### src/rtl/pipe_stage_buf.sv
// Stage-boundary skid FIFO: DEPTH-entry valid/ready buffer carrying an opaque
// payload bundle, frozen by one stall-vector bit and cleared by flush.
module pipe_stage_buf #(
    parameter int DATA_W    = 143,
    parameter int DEPTH     = 2,
    parameter int STALL_W   = 6,
    parameter int STAGE_IDX = 5
) (
    input  logic                       clk,
    input  logic                       reset_n,
    input  logic                       flush,
    input  logic [STALL_W-1:0]         stall,
    input  logic                       in_valid,
    output logic                       in_ready,
    input  logic [DATA_W-1:0]          in_data,
    output logic                       out_valid,
    input  logic                       out_ready,
    output logic [DATA_W-1:0]          out_data,
    output logic [$clog2(DEPTH+1)-1:0] count
);

    localparam int PTR_W = $clog2(DEPTH);
    localparam int CNT_W = $clog2(DEPTH+1);

    logic [DATA_W-1:0] mem_q [DEPTH];
    logic [DATA_W-1:0] mem_d [DEPTH];
    logic [PTR_W-1:0]  wr_ptr_q, wr_ptr_d;
    logic [PTR_W-1:0]  rd_ptr_q, rd_ptr_d;
    logic [CNT_W-1:0]  count_q, count_d;
    logic              push, pop;
    logic              unused_stall;

    // Only bit STAGE_IDX of the stall vector matters here.
    assign unused_stall = ^stall;

    // in_ready depends on registered occupancy only, so a pop never frees a slot
    // for a push in the same cycle.
    assign in_ready  = (count_q != CNT_W'(DEPTH));
    assign out_valid = (count_q != '0);
    assign out_data  = out_valid ? mem_q[rd_ptr_q] : '0;
    assign count     = count_q;

    always_comb begin
        push     = in_valid && in_ready;
        pop      = out_valid && out_ready && !stall[STAGE_IDX];
        mem_d    = mem_q;
        wr_ptr_d = wr_ptr_q;
        rd_ptr_d = rd_ptr_q;
        count_d  = count_q;
        if (flush) begin
            wr_ptr_d = '0;
            rd_ptr_d = '0;
            count_d  = '0;
        end else begin
            if (push) begin
                mem_d[wr_ptr_q] = in_data;
                wr_ptr_d        = wr_ptr_q + PTR_W'(1);
            end
            if (pop) begin
                rd_ptr_d = rd_ptr_q + PTR_W'(1);
            end
            case ({push, pop})
                2'b10:   count_d = count_q + CNT_W'(1);
                2'b01:   count_d = count_q - CNT_W'(1);
                default: count_d = count_q;
            endcase
        end
    end

    always_ff @(posedge clk) begin
        if (!reset_n) begin
            wr_ptr_q <= '0;
            rd_ptr_q <= '0;
            count_q  <= '0;
        end else begin
            wr_ptr_q <= wr_ptr_d;
            rd_ptr_q <= rd_ptr_d;
            count_q  <= count_d;
        end
    end

    // Payload storage needs no reset; stale entries are never visible.
    always_ff @(posedge clk) begin
        mem_q <= mem_d;
    end

endmodule

### config.mk
export PLATFORM = sky130hd
export DESIGN_NAME = pipe_stage_buf
export DESIGN_NICKNAME = d
export VERILOG_FILES = /design/src/rtl/pipe_stage_buf.sv
export SDC_FILE = /design/constraint.sdc
export NUM_CORES = 1
export LEC_CHECK = 0
export BUFFER_PORTS_ARGS = -buffer_cell sky130_fd_sc_hd__buf_2
export CAP_MARGIN = 10
export CORE_MARGIN = 2
export CORE_UTILIZATION = 44
export DETAILED_ROUTE_END_ITERATION = 16
export PLACE_DENSITY = 0.71
export SLEW_MARGIN = 25
export SYNTH_ARGS = -nofsm -noshare
export SYNTH_HDL_FRONTEND = slang
export SYNTH_SLANG_ARGS = --single-unit
### constraint.sdc
create_clock -name clk -period 12.9 [get_ports clk]
set_clock_uncertainty 0.1 [all_clocks]
set_input_delay 0 -clock clk [delete_from_list [all_inputs] [get_ports clk]]
set_output_delay 0 -clock clk [all_outputs]
set_load 0.02 [all_outputs]
==> results_dict.tcl, run 1 <==
set metrics [dict create \
    status "complete, no violations" \
    rows 57 \
    hold_viol 0 \
    grt_max_degree 85 \
    hold_path.class "in2reg" \
    cp.required_ps 12800 \
    ys_warn_count 0 \
    rr_startpoint "count[0]" \
    nNetsFinal 1239 \
    ys_seq_elements 290 \
    synth.distinct_cells 22 \
    worstPathCellList "buf_4 -> buf_6 -> mux2i_1 -> nor2_1 -> buf_2" \
    grt_pass1_wl_mm 36.9 \
    final_common_cell "buf_2" \
    finalWirelength_mm 24.4 \
    dieHeight_um 162 \
    critPathLaunch "rd_ptr_q" \
    crit_path_start_kind "flop" \
    cp_num_buf_inv 3 \
    hold-path-cell-count 3 \
    crit_fanout 65 \
    antenna_found_initial 3 \
    clock_latency_ps 530 \
    max-clock-path-buffers 3 \
    htree_levels 1 \
    timing.fmax_mhz 284 \
    die_w_um 162 \
    dp_hpwl_mm 13.8 \
    drcViolationCount 0 \
    final_cell_area_mm2 0.0151 \
    powerDensity_mw_per_mm2 135 \
    setup_tns_ps 0 \
    period_needed_ps 3530 \
    min_period_over_period_pct 27.3 \
    cts_made_buffers 29 \
    cts_tree "yes" \
    cts_resized 0 \
    r2r_cells 6 \
    multiInputGateArea_mm2 0.00211 \
    gp_congestion 0.774 \
    cp_top_family "buffers and inverters" \
    slowest_stage "buf_4" \
    dr.pass1.iters 4 \
    synth_area_mm2 0.0110 \
    coreArea_mm2 0.0245 \
    path_depth 5 \
    setup_viol 0 \
    drt_iter0_drc 353 \
    worst_slew_pin_slew_ps 996 \
    postPlaceCellArea_mm2 0.0127 \
    cts_setup_buffers 0 \
    syn_avg_cell_area_um2 17.4 \
    timing.critical_path.to "out_data[70]" \
    regArea_mm2 0.00867 \
    grt_overflow 0 \
    mostFrequentLayoutCells "buf_2, edfxtp_1, dlygate4sd3_1, nor2_1, mux2i_1" \
    nFillCells 1785 \
    p_leak_nw 5.67 \
    port_buffers 295 \
    worst_setup_path_end_kind "primary output" \
    via_per_inst 4.81 \
    crit_arrival_ps 3430 \
    clk_pin_slew_ps 60 \
    r2r_setup_slack_ps 9990 \
    start_util_pct 45.0 \
    cts.sinks 290 \
    drive_gt1_share_pct 31.2 \
    synth-seq-area-share_pct 78.7 \
    dieArea_mm2 0.0263 \
    grt_pass1_vias 7202 \
    ios 301 \
    track_usage_pct 17.9 \
    antenna_left 0 \
    slew_headroom_pct 33.6 \
    cts.root.buffer_cell "clkbuf_16" \
    critPathKind "reg2out" \
    critPathMaxStageDelay_ps 790 \
    max_cap_violations 0 \
    synth_fp_nets 787 \
    num_vias 6891 \
    syn_to_final_growth_pct 37.2 \
    rsz0062_at_grt "no" \
    r2r_end "mem_q[243]" \
    drv_slew 0 \
    syn_inst 632 \
    wl_per_cell_um 17.0 \
    ir_drop_v 0.000117 \
]
through the flow:
step | setup WS, ps | hold WS, ps | std cells | utilization (%) | power, mW
2_1_floorplan | 701 | -1.13 | 632 | - | 1.18
3_3_place_gp | 9550 | 86.9 | 1228 | 52.1 | 1.23
3_5_place_dp | 9850 | 91.0 | 1228 | 52.1 | 1.23
4_1_cts | 9260 | 10.1 | 1430 | 61.8 | 2.05
5_1_grt | 9200 | 45.2 | 1433 | 61.8 | 2.10
6_report | 9370 | 12.3 | 1433 | 61.8 | 2.04
tightest hold or removal path, stage by stage:
cell and delay (ps):
buf_2 110, nor3_2 60, buf_4 250
routing by layer:
| metal | vias up | track usage, % | part of all wire, % |
|---|---|---|---|
| met5 | - | 0 | 0 |
| met4 | 0 | 7.20 | 4.0 |
| met3 | 57 | 3.65 | 5.7 |
| met2 | 250 | 33.2 | 53 |
| met1 | 3327 | 19.9 | 38 |
| li1 | 3257 | - | - |
repair_timing:
action | 4_1_cts | 5_1_grt
hold endpoints to repair | 290 | 0
hold buffers | 149 | 0
endpoints found under the setup margin | 0 | 0
cell families after synthesis:
kind of cell    synth area share (%)
xor+xnor                       0.159
buf+inv                         2.33
simple gates                    5.46
flops                           78.7
compound gates                 0.272
mux                             13.0
fa+ha+maj                      0.114
cells in the mapped netlist:
cell type / instances / area, µm²
buf_2: 16 / 80.1
nor3_1: 1 / 5.00
mux2i_1: 143 / 1430
dfxtp_1: 4 / 80.1
inv_2: 1 / 3.75
buf_4: 9 / 67.6
inv_1: 2 / 7.51
or3_1: 3 / 18.8
o21ai_1: 1 / 5.00
nor2b_1: 1 / 6.26
ha_1: 1 / 12.5
buf_8: 5 / 75.1
buf_6: 2 / 22.5
edfxtp_1: 286 / 8590
o21ai_0: 2 / 10.0
a21oi_1: 3 / 15.0
nand2_1: 1 / 3.75
nand2b_1: 2 / 12.5
xnor2_1: 1 / 8.76
nor3b_1: 1 / 7.51
xor2_1: 1 / 8.76
nor2_1: 146 / 548
layout make-up:
type	count	area share [%]
sequential	290	57.4
timing repair buffer	453	20.1
multi-input combinational	307	14.0
clock buffer	38	5.02
tap	324	2.68
clock inverter	15	0.761
inverter	3	0.0745
antenna	3	0.0496
how the worst min path moves through the flow:
| stage | startpoint | end | slack, ps |
|---|---|---|---|
| detailed placement | in_data[5] | mem_q[5] | 90 |
| floorplan | in_data[0] | mem_q[0] | -1 |
| global route | flush | mem_q[182] | 50 |
| global placement | in_data[2] | mem_q[145] | 90 |
| CTS | flush | mem_q[182] | 10 |
| finish | flush | mem_q[182] | 10 |
power breakdown:
group | total, mW | internal, mW | switching (mW)
clock network | 0.785 | 0.451 | 0.334
logic | 0.176 | 0.0768 | 0.0991
registers | 1.07 | 1.07 | 0.00717
sequential cells by signal, indices dropped and copies added, names as in the netlist:
name,flops
mem_q,286
count,2
rd_ptr_q,1
wr_ptr_q,1
Power figures use the tool's default switching activity.
==> run 2: changes to the inputs <==
--- a/config.mk
+++ b/config.mk
@@ -10,7 +10,7 @@
 export CORE_MARGIN = 2
 export CORE_UTILIZATION = 44
 export DETAILED_ROUTE_END_ITERATION = 16
-export PLACE_DENSITY = 0.71
+export PLACE_DENSITY = 0.74
 export SLEW_MARGIN = 25
 export SYNTH_ARGS = -nofsm -noshare
 export SYNTH_HDL_FRONTEND = slang
==> constraint.sdc (replaced) <==
create_clock -name clk -period 3 [get_ports clk]
set_clock_uncertainty 0.1 [all_clocks]
set_input_delay 0 -clock clk [delete_from_list [all_inputs] [get_ports clk]]
set_output_delay 0 -clock clk [all_outputs]
set_load 0.02 [all_outputs]
==> results_dict.tcl, run 2 (synthesis results as in run 1) <==
set metrics [dict create \
    worst_setup_path_end_kind "primary output" \
    hold_ws_ps 10.1 \
    p_leak_nw 5.74 \
    largest_reg_flops 286 \
    status "complete, no violations" \
    track_usage_pct 17.7 \
    cp.required_ps 2900 \
    cts.root.buffer_cell "clkbuf_16" \
    powerDensity_mw_per_mm2 579 \
    timing.fmax_mhz 436 \
    coreArea_mm2 0.0245 \
    drv_slew 0 \
    setup_viol 0 \
    slew_headroom_pct 53.4 \
    hold_viol 0 \
    ios 301 \
    p_total_mw 8.89 \
    post-route-util_pct 62.7 \
    min_period_over_period_pct 76.4 \
    grt_overflow 0 \
    mostFrequentLayoutCells "buf_2, edfxtp_1, dlygate4sd3_1, nor2_1, mux2i_1" \
    antenna_found_initial 0 \
    max-clock-path-buffers 3 \
    clock_latency_ps 530 \
    syn_to_final_growth_pct 39.3 \
    hold_path.class "in2reg" \
    cts_tree "yes" \
    start_util_pct 45.0 \
    dieHeight_um 162 \
    top_register "mem_q" \
    num_vias 6988 \
    clk_pin_slew_ps 60 \
    grt_max_degree 147 \
    rsz0062_at_grt "no" \
    finalWirelength_mm 24.1 \
    crit_fanout 34 \
    dieArea_mm2 0.0263 \
    drt_iter0_drc 413 \
    cts_setup_buffers 0 \
    cts_resized 0 \
    rows 57 \
    period_needed_ps 2290 \
    critPathKind "reg2out" \
    nNetsFinal 1243 \
    crit_path_start_kind "flop" \
    crit_arrival_ps 2190 \
    antenna_left 0 \
    max_cap_violations 0 \
    worst_slew_pin_slew_ps 700 \
    cts_made_buffers 30 \
    dp_hpwl_mm 13.6 \
    wl_per_cell_um 16.8 \
    die_w_um 162 \
    grt_pass1_wl_mm 36.7 \
    port_buffers 295 \
    hold_buffers 149 \
    grt_pass1_vias 7344 \
    gp_congestion 0.751 \
    drive_gt1_share_pct 32.3 \
    antenna_cells 0 \
    htree_levels 1 \
    via_per_inst 4.87 \
    final_common_cell "buf_2" \
    drcViolationCount 0 \
    ir_drop_v 0.000540 \
    dr.pass1.iters 4 \
    cts.sinks 290 \
    final_cell_area_mm2 0.0153 \
    postPlaceCellArea_mm2 0.0129 \
]
-- run 2: per-layer routing --
| layer | global-route usage [%] | wire length (µm) | vias to the layer above |
|---|---|---|---|
| met1 | 19.5 | 9010 | 3380 |
| met2 | 32.7 | 12600 | 261 |
| li1 | - | - | 3276 |
| met3 | 3.86 | 1460 | 71 |
| met5 | 0 | 0 | - |
| met4 | 7.56 | 1010 | 0 |
-- run 2: final timing paths --
kind            start           end  slack [ps]  depth (start not counted)
max          rd_ptr_q  out_data[12]         710                          4
min             flush     mem_q[72]          10                          3
max reg2reg  count[1]      count[0]        1090                          7
min reg2reg  count[1]      count[1]         430                          2
-- run 2: critical path, stage by stage, from the launching register on --
cell and delay, ps:
dfxtp_4 800, buf_4 340, mux2i_1 220, nor2_1 80, buf_2 200
-- run 2: power breakdown --
group	leakage (nW)	switching (mW)	internal, mW
clock	0.448	1.44	2.06
sequential	2.66	0.0327	4.59
combinational	2.63	0.428	0.340
-- run 2: layout make-up --
type	count	area, µm²
Clock buffer	39	806
Multi-Input combinational cell	307	2140
Clock inverter	15	130
Fill cell	1733	9120
Timing Repair Buffer	456	3170
Tap cell	324	405
Inverter	3	13.8
Sequential cell	290	8680
-- run 2: metrics by stage --
stage               setup TNS (ps)  cells  worst slack, ps
floorplan                  -487980    632            -1830
global placement                 0   1231             1210
detailed placement               0   1231             1190
CTS                              0   1434              652
global route                     0   1434              526
finish                           0   1434              707
